==> src/rtl/register_file_mp.sv <==
// Multi-read-port register file with x0 hardwired to zero, optional write-to-read
// forwarding, and a background clear sweep that zeros one register per cycle.
module register_file_mp #(
  parameter int XLEN   = 32,
  parameter int DEPTH  = 32,
  parameter int NREAD  = 2,
  parameter int BYPASS = 1
) (
  input  logic                      clk,
  input  logic                      reset,
  input  logic                      Reg_WRITE,
  input  logic [$clog2(DEPTH)-1:0]  WRITE_Addr,
  input  logic [XLEN-1:0]           WRITE_Data,
  input  logic [NREAD*$clog2(DEPTH)-1:0] READ_Addr,
  output logic [NREAD*XLEN-1:0]     READ_Data,
  input  logic                      clear_req,
  output logic                      clear_busy,
  output logic                      write_drop
);

  localparam int AW = $clog2(DEPTH);
  localparam logic [AW-1:0] LAST = AW'(DEPTH - 1);

  typedef enum logic {IDLE, CLEAR} state_t;

  state_t          state, state_next;
  logic [AW-1:0]   cnt, cnt_next;
  logic [XLEN-1:0] regs [DEPTH];
  logic            wr_req;
  logic            wr_en;
  logic            drop_next;

  // A write to x0 is never a real request, so it can neither land nor be dropped.
  assign wr_req    = Reg_WRITE && (WRITE_Addr != '0);
  assign wr_en     = wr_req && (state == IDLE);
  assign drop_next = wr_req && (state == CLEAR);

  assign clear_busy = (state == CLEAR);

  always_comb begin
    state_next = state;
    cnt_next   = cnt;
    case (state)
      IDLE: begin
        if (clear_req) begin
          state_next = CLEAR;
          cnt_next   = AW'(1);
        end
      end
      CLEAR: begin
        // Counter wraps to zero naturally after the last index.
        cnt_next = cnt + 1'b1;
        if (cnt == LAST) state_next = IDLE;
      end
      default: state_next = IDLE;
    endcase
  end

  always_ff @(posedge clk or posedge reset) begin
    if (reset) begin
      state      <= IDLE;
      cnt        <= '0;
      write_drop <= 1'b0;
    end else begin
      state      <= state_next;
      cnt        <= cnt_next;
      write_drop <= drop_next;
    end
  end

  // Sweep and normal writes are mutually exclusive because writes only land in IDLE.
  always_ff @(posedge clk or posedge reset) begin
    if (reset) begin
      for (int i = 0; i < DEPTH; i++) regs[i] <= '0;
    end else begin
      if (wr_en) regs[WRITE_Addr] <= WRITE_Data;
      if (state == CLEAR) regs[cnt] <= '0;
    end
  end

  for (genvar k = 0; k < NREAD; k++) begin : g_rd
    logic [AW-1:0] ra;
    assign ra = READ_Addr[k*AW +: AW];
    assign READ_Data[k*XLEN +: XLEN] =
      (ra == '0)                                  ? '0 :
      ((BYPASS != 0) && wr_en && (ra == WRITE_Addr)) ? WRITE_Data :
                                                      regs[ra];
  end

endmodule

==> config.mk <==
export PLATFORM = sky130hd
export DESIGN_NAME = register_file_mp
export DESIGN_NICKNAME = d
export VERILOG_FILES = /design/src/rtl/register_file_mp.sv
export SDC_FILE = /design/constraint.sdc
export NUM_CORES = 2
export LEC_CHECK = 0
export CELL_PAD_IN_SITES_DETAIL_PLACEMENT = 1
export CELL_PAD_IN_SITES_GLOBAL_PLACEMENT = 1
export CORE_ASPECT_RATIO = 1.4
export CORE_UTILIZATION = 53
export DETAILED_ROUTE_END_ITERATION = 10
export PLACE_DENSITY_LB_ADDON = 0.05
export SYNTH_ARGS = -nofsm -noshare
export SYNTH_HDL_FRONTEND = slang
export SYNTH_SLANG_ARGS = --single-unit
==> constraint.sdc <==
create_clock -name clk -period 86 [get_ports clk]
set_input_delay 8.6 -clock clk [delete_from_list [all_inputs] [get_ports clk]]
set_output_delay 8.6 -clock clk [all_outputs]
set_load 0.01 [all_outputs]
---- After elaboration in Yosys (flattened, before gate mapping) ----
Cells that the tools add are included.
storage, ports and cells
  output and inout port bits .............. 66
  register bits after elaboration ......... 1031
  bits of input ports ..................... 51
  logic and storage cells ................. 85
operators by class
  eq/ne operators ......................... 4
  $add $sub $neg .......................... 1
  bitwise gates (word level) .............. 7
  $lt $le $gt $ge ......................... 6
  reductions and logical operators ........ 10
  muxes and demuxes ....................... 22
operators by type and width
  operator                number
  $mux W1024              2
  $and A1024 B1024 Y1024  1
  $bwmux W1024            1
  $not A1024 Y1024        1
  $bmux W32 S5            2
  $demux W32 S5           2
  $mux W32                10
  $ge A6 B6 Y1 const B    4
  $not A5 Y6              4
  $lt A6 B1 Y1 const B    2
  $eq A5 B5 Y1            2
  $logic_not A5 Y1        2
  $pmux W5 S2             1
  $logic_and A1 B1 Y1     7
  $add A5 B1 Y5 const B   1
  $eq A5 B5 Y1 const B    1
  $mux W5                 1
  $reduce_bool A5 Y1      1
  $mux W1                 2
  $ne A2 B2 Y1 const B    1
  $pmux W1 S2             1
  $not A1 Y1              1

---- Logic depth before layout (Yosys ltp) ----
  depth after elaboration ................. 9
  mapped depth ............................ 9
  depth with buffers taken out ............ 5

---- Worst setup path before layout ----
OpenSTA, ideal clock, no wires.
  kind .................................... input -> output
  start ................................... input port WRITE_Addr[2]
  end ..................................... output port READ_Data[30]
  data required time ...................... 77400 ps
  arrival ................................. 10172 ps
  stages .................................. 7
  path buffers ............................ 3
  setup slack ............................. 67228 ps
  cell sequence ........................... buf_4 nor3_2 a211o_1 or4_1 buf_2 buf_2 o21ai_0
on the way
  longest elaborated chain between the ends .. 6
ends and longest elaborated chain
  item                   RTL line  RTL
  start, declared        12        input logic [$clog2(DEPTH)-1:0] WRITE_Addr,
  $reduce_bool A5 Y1     34        assign wr_req = Reg_WRITE && (WRITE_Addr != '0);
  $logic_and A1 B1 Y1    34
  $logic_and A1 B1 Y1    35        assign wr_en = wr_req && (state == IDLE);
  $logic_and A1 B1 Y1 *  86        ((BYPASS != 0) && wr_en && (ra == WRITE_Addr)) ? WRITE_Data :
  $mux W32 *             86
  $mux W32 *             85        (ra == '0) ? '0 :
  end, declared          15        output logic [NREAD*XLEN-1:0] READ_Data,
Mark *: on every way between the ends. The rest lies on a longest branch, timed or not.

---- Worst setup path after layout ----
  start ................................... input port READ_Addr[2]
  end ..................................... output port READ_Data[27]
on the way
  longest elaborated chain between the ends .. 6
ends and longest elaborated chain
  item                                         RTL line  RTL
  start, declared                              14        input logic [NREAD*$clog2(DEPTH)-1:0] READ_Addr,
  $not A5 Y6 (implied by the code)             87        regs[ra];
  $bmux W32 S5                                 87
  $mux W32 (implied by the code) (2 in a row)  87
  $mux W32                                     86
  $mux W32 *                                   85
Mark *: on every way between the ends. The rest lies on a longest branch, timed or not. The select of a mux whose other input is x is not followed.

==> impl_metrics.csv <==
group,metric,value,unit
clocking,max-clock-path-buffers,3,
detailed_routing,firstDrtPassIters,6,
cells_and_area,syn_to_final_growth,8.72,%
clocking,cts_root_buffer,"clkbuf_16",
setup_path,path_cells,"buf_4 > buf_4 > buf_4 > nor2_1 > and2_1 > buf_4 > a221oi_1 > o211ai_1 > a31oi_1 > clkdlybuf4s50_1",
synth,ys_types,52,
place,io_buffers,116,
synth,yosys_warnings,0,
timing,slew_viol_final,5,
timing,final.setup.tns,0,ns
timing,holdWs,0.514,ns
grt,grt_pass1_vias,58119,
clocking,clk_pin_slew,0.05,ns
place,dp.cells,7490,
die,ioPinCount,117,
cells_and_area,utilization,58.4,%
cells_and_area,layout-drive-gt1-share,11.8,%
timing,min_period,22.57,ns
setup_path,critPathCaptureType,"primary output",
die,num_rows,143,
setup_path,start_kind,"input pin",
die,initial_utilization,53.7,%
timing,relSlewSlack,-15.4,%
grt,antenna_found_initial,19,
status,outcome,"complete, but fails checks",
power,cellPowerDensity,22.4,nW/µm²
synth,avgSynthCellArea,9.11,µm²
status,violations,"max-capacitance violations, max-slew violations",
setup_path,slowest_stage,"a221oi_1",
timing,hold_viol,0,
timing,post-route-period-util,26.2,%
die,die_x,283,µm
min_path,hold_class,"reg2reg",
clocking,tritoncts,"done",
timing,rsz0062_at_grt,"no",
detailed_routing,wl,279,mm
timing,tightest_slew,1.71,ns
timing,fin_ws,63.43,ns
grt,grt_start_max_net_pins,168,
synth,synth_seq_cells,1031,
synth,synth_edf_count,0,
setup_path,worstPathMaxFanout,33,
grt,grt_use_total,49.8,%
setup_path,crit_family,"buffers and inverters",
power,ir_drop,0.0163,mV
synth,synth.most_common_cell,"nand2_1",
detailed_routing,viasPerCell,7.21,
setup_path,slowest_delay,1.34,ns
synth,synth.top_cell.area_share,44.1,%
synth,synth.area.top_cells,"dfrtp_1 44%, nand2_1 13%, mux4_2 9.9%, mux2i_1 9.3%, a21oi_1 9.3%",
die,core,109000,µm²
clocking,htreeDepth,3,
place,dpl.hpwl,161,mm
clocking,numCtsBuffers,107,
setup_path,crit_buf_inv,5,
cells_and_area,fin_cells,7693,
detailed_routing,drcViolationCount,0,
setup_path,path_common_cell,"buf_4",
grt,grt_pass1_wl,401,mm
synth,synthCells,6432,
place,place_ws,63.86,ns
cells_and_area,fin_nets,6211,
power,leakage,26.9,nW
place,place.gp.congestion,1.02,
cells_and_area,nFillCells,12291,
die,fp.dieArea,112000,µm²
synth,ys_dominant_reg_cell,"dfrtp_1",
detailed_routing,drtAntennaViolNets,0,
synth,netlist_area,58600,µm²
clocking,cts_setup_buffers,0,
clocking,clk_latency,0.75,ns
synth,seq_area_frac_synth,44.1,%
die,die_y,395,µm
detailed_routing,wl_per_cell,36.3,µm
detailed_routing,num_vias,55458,
setup_path,path_class,"in2out",
synth,synthesis.nets,6488,
clocking,ctsHoldBuffers,0,
setup_path,arrival,13.97,ns
job,maxCapViolCount,2,
synth,yosysTopAreaCell,"dfrtp_1",
setup_path,critical_path_required,77.40,ns
timing,setup-violations-final,0,
timing,fmax,44.3,MHz
detailed_routing,drtIter0Drc,6371,
synth,synthTopCellsByCount,"2063 x nand2_1, 1087 x a21oi_1, 1031 x dfrtp_1",
synth,async_flop_share,100,%
clocking,clock-sinks,1031,
timing,fin_skew,0.0344,ns
grt,grt_overflow,0,
clocking,cts_resized,0,
state kept, by name, summed over array words and instances, names as in the netlist:
signal	flops
clear_busy	1
cnt	5
write_drop	1
regs	1024
routing by layer:
metal	track usage (%)	vias up	part of all wire, %
met1	55.2	28539	33
li1	-	21879	-
met5	0.431	-	0.064
met2	73.9	3644	44
met3	16.0	1374	11
met4	51.0	22	12
metrics by stage:
stage / instance area [µm²] / power, mW
after floorplan: 58600 / 0.803
after global placement: 60100 / 0.917
after detailed placement: 60100 / 0.934
after CTS: 63600 / 1.41
after global routing: 63600 / 1.46
final: 63700 / 1.42
final cells by class:
class / count / area, µm² / share of cell area (%)
tap: 1450 / 1810 / 2.85
sequential: 1031 / 25800 / 40.5
inverter: 5 / 26.3 / 0.0413
antenna: 11 / 27.5 / 0.0432
timing repair buffer: 285 / 2310 / 3.63
clock inverter: 26 / 365 / 0.574
multi-input combinational: 4725 / 30200 / 47.5
clock buffer: 160 / 3110 / 4.88
cells by family after synthesis:
family / synth area share [%]
XOR/XNOR: 0.150
AO/OA/AOI/OAI: 16.4
AND/OR/NAND/NOR: 15.2
flip-flops: 44.1
multiplexers: 19.3
buffers and inverters: 4.90
adder cells (fa/ha/maj): 0.107
power breakdown:
group          internal [mW]  switching (mW)
clock                  0.267           0.212
combinational          0.118           0.209
sequential             0.555          0.0624
path summary, 6_finish.rpt:
check | startpoint | endpoint | slack (ns) | cells past startpoint
worst max register to register | clear_busy$_DFF_PP0_ | regs[878]$_DFF_PP0_ | 83.06 | 5
min in group asynchronous | reset | regs[975]$_DFF_PP0_ | 8.38 | 2
worst max-delay path | READ_Addr[2] | READ_Data[27] | 63.43 | 10
worst min-delay path | regs[995]$_DFF_PP0_ | regs[995]$_DFF_PP0_ | 0.51 | 1
max in group asynchronous | reset | regs[24]$_DFF_PP0_ | 74.34 | 5
worst min register to register | regs[995]$_DFF_PP0_ | regs[995]$_DFF_PP0_ | 0.51 | 1
cells in the final DEF, fill, tap and decap left out, types with 42 or more instances in the layout:
master and instances:
a21oi_1 1087, a221oi_1 63, a22oi_1 156, buf_4 163
clkbuf_16 108, clkdlybuf4s50_1 75, dfrtp_1 1031, mux2i_1 545
mux4_2 258, nand2_1 2060, nor2_2 42, o211ai_1 64
o21ai_0 71
Note: power is estimated with default switching activity, not from simulation.
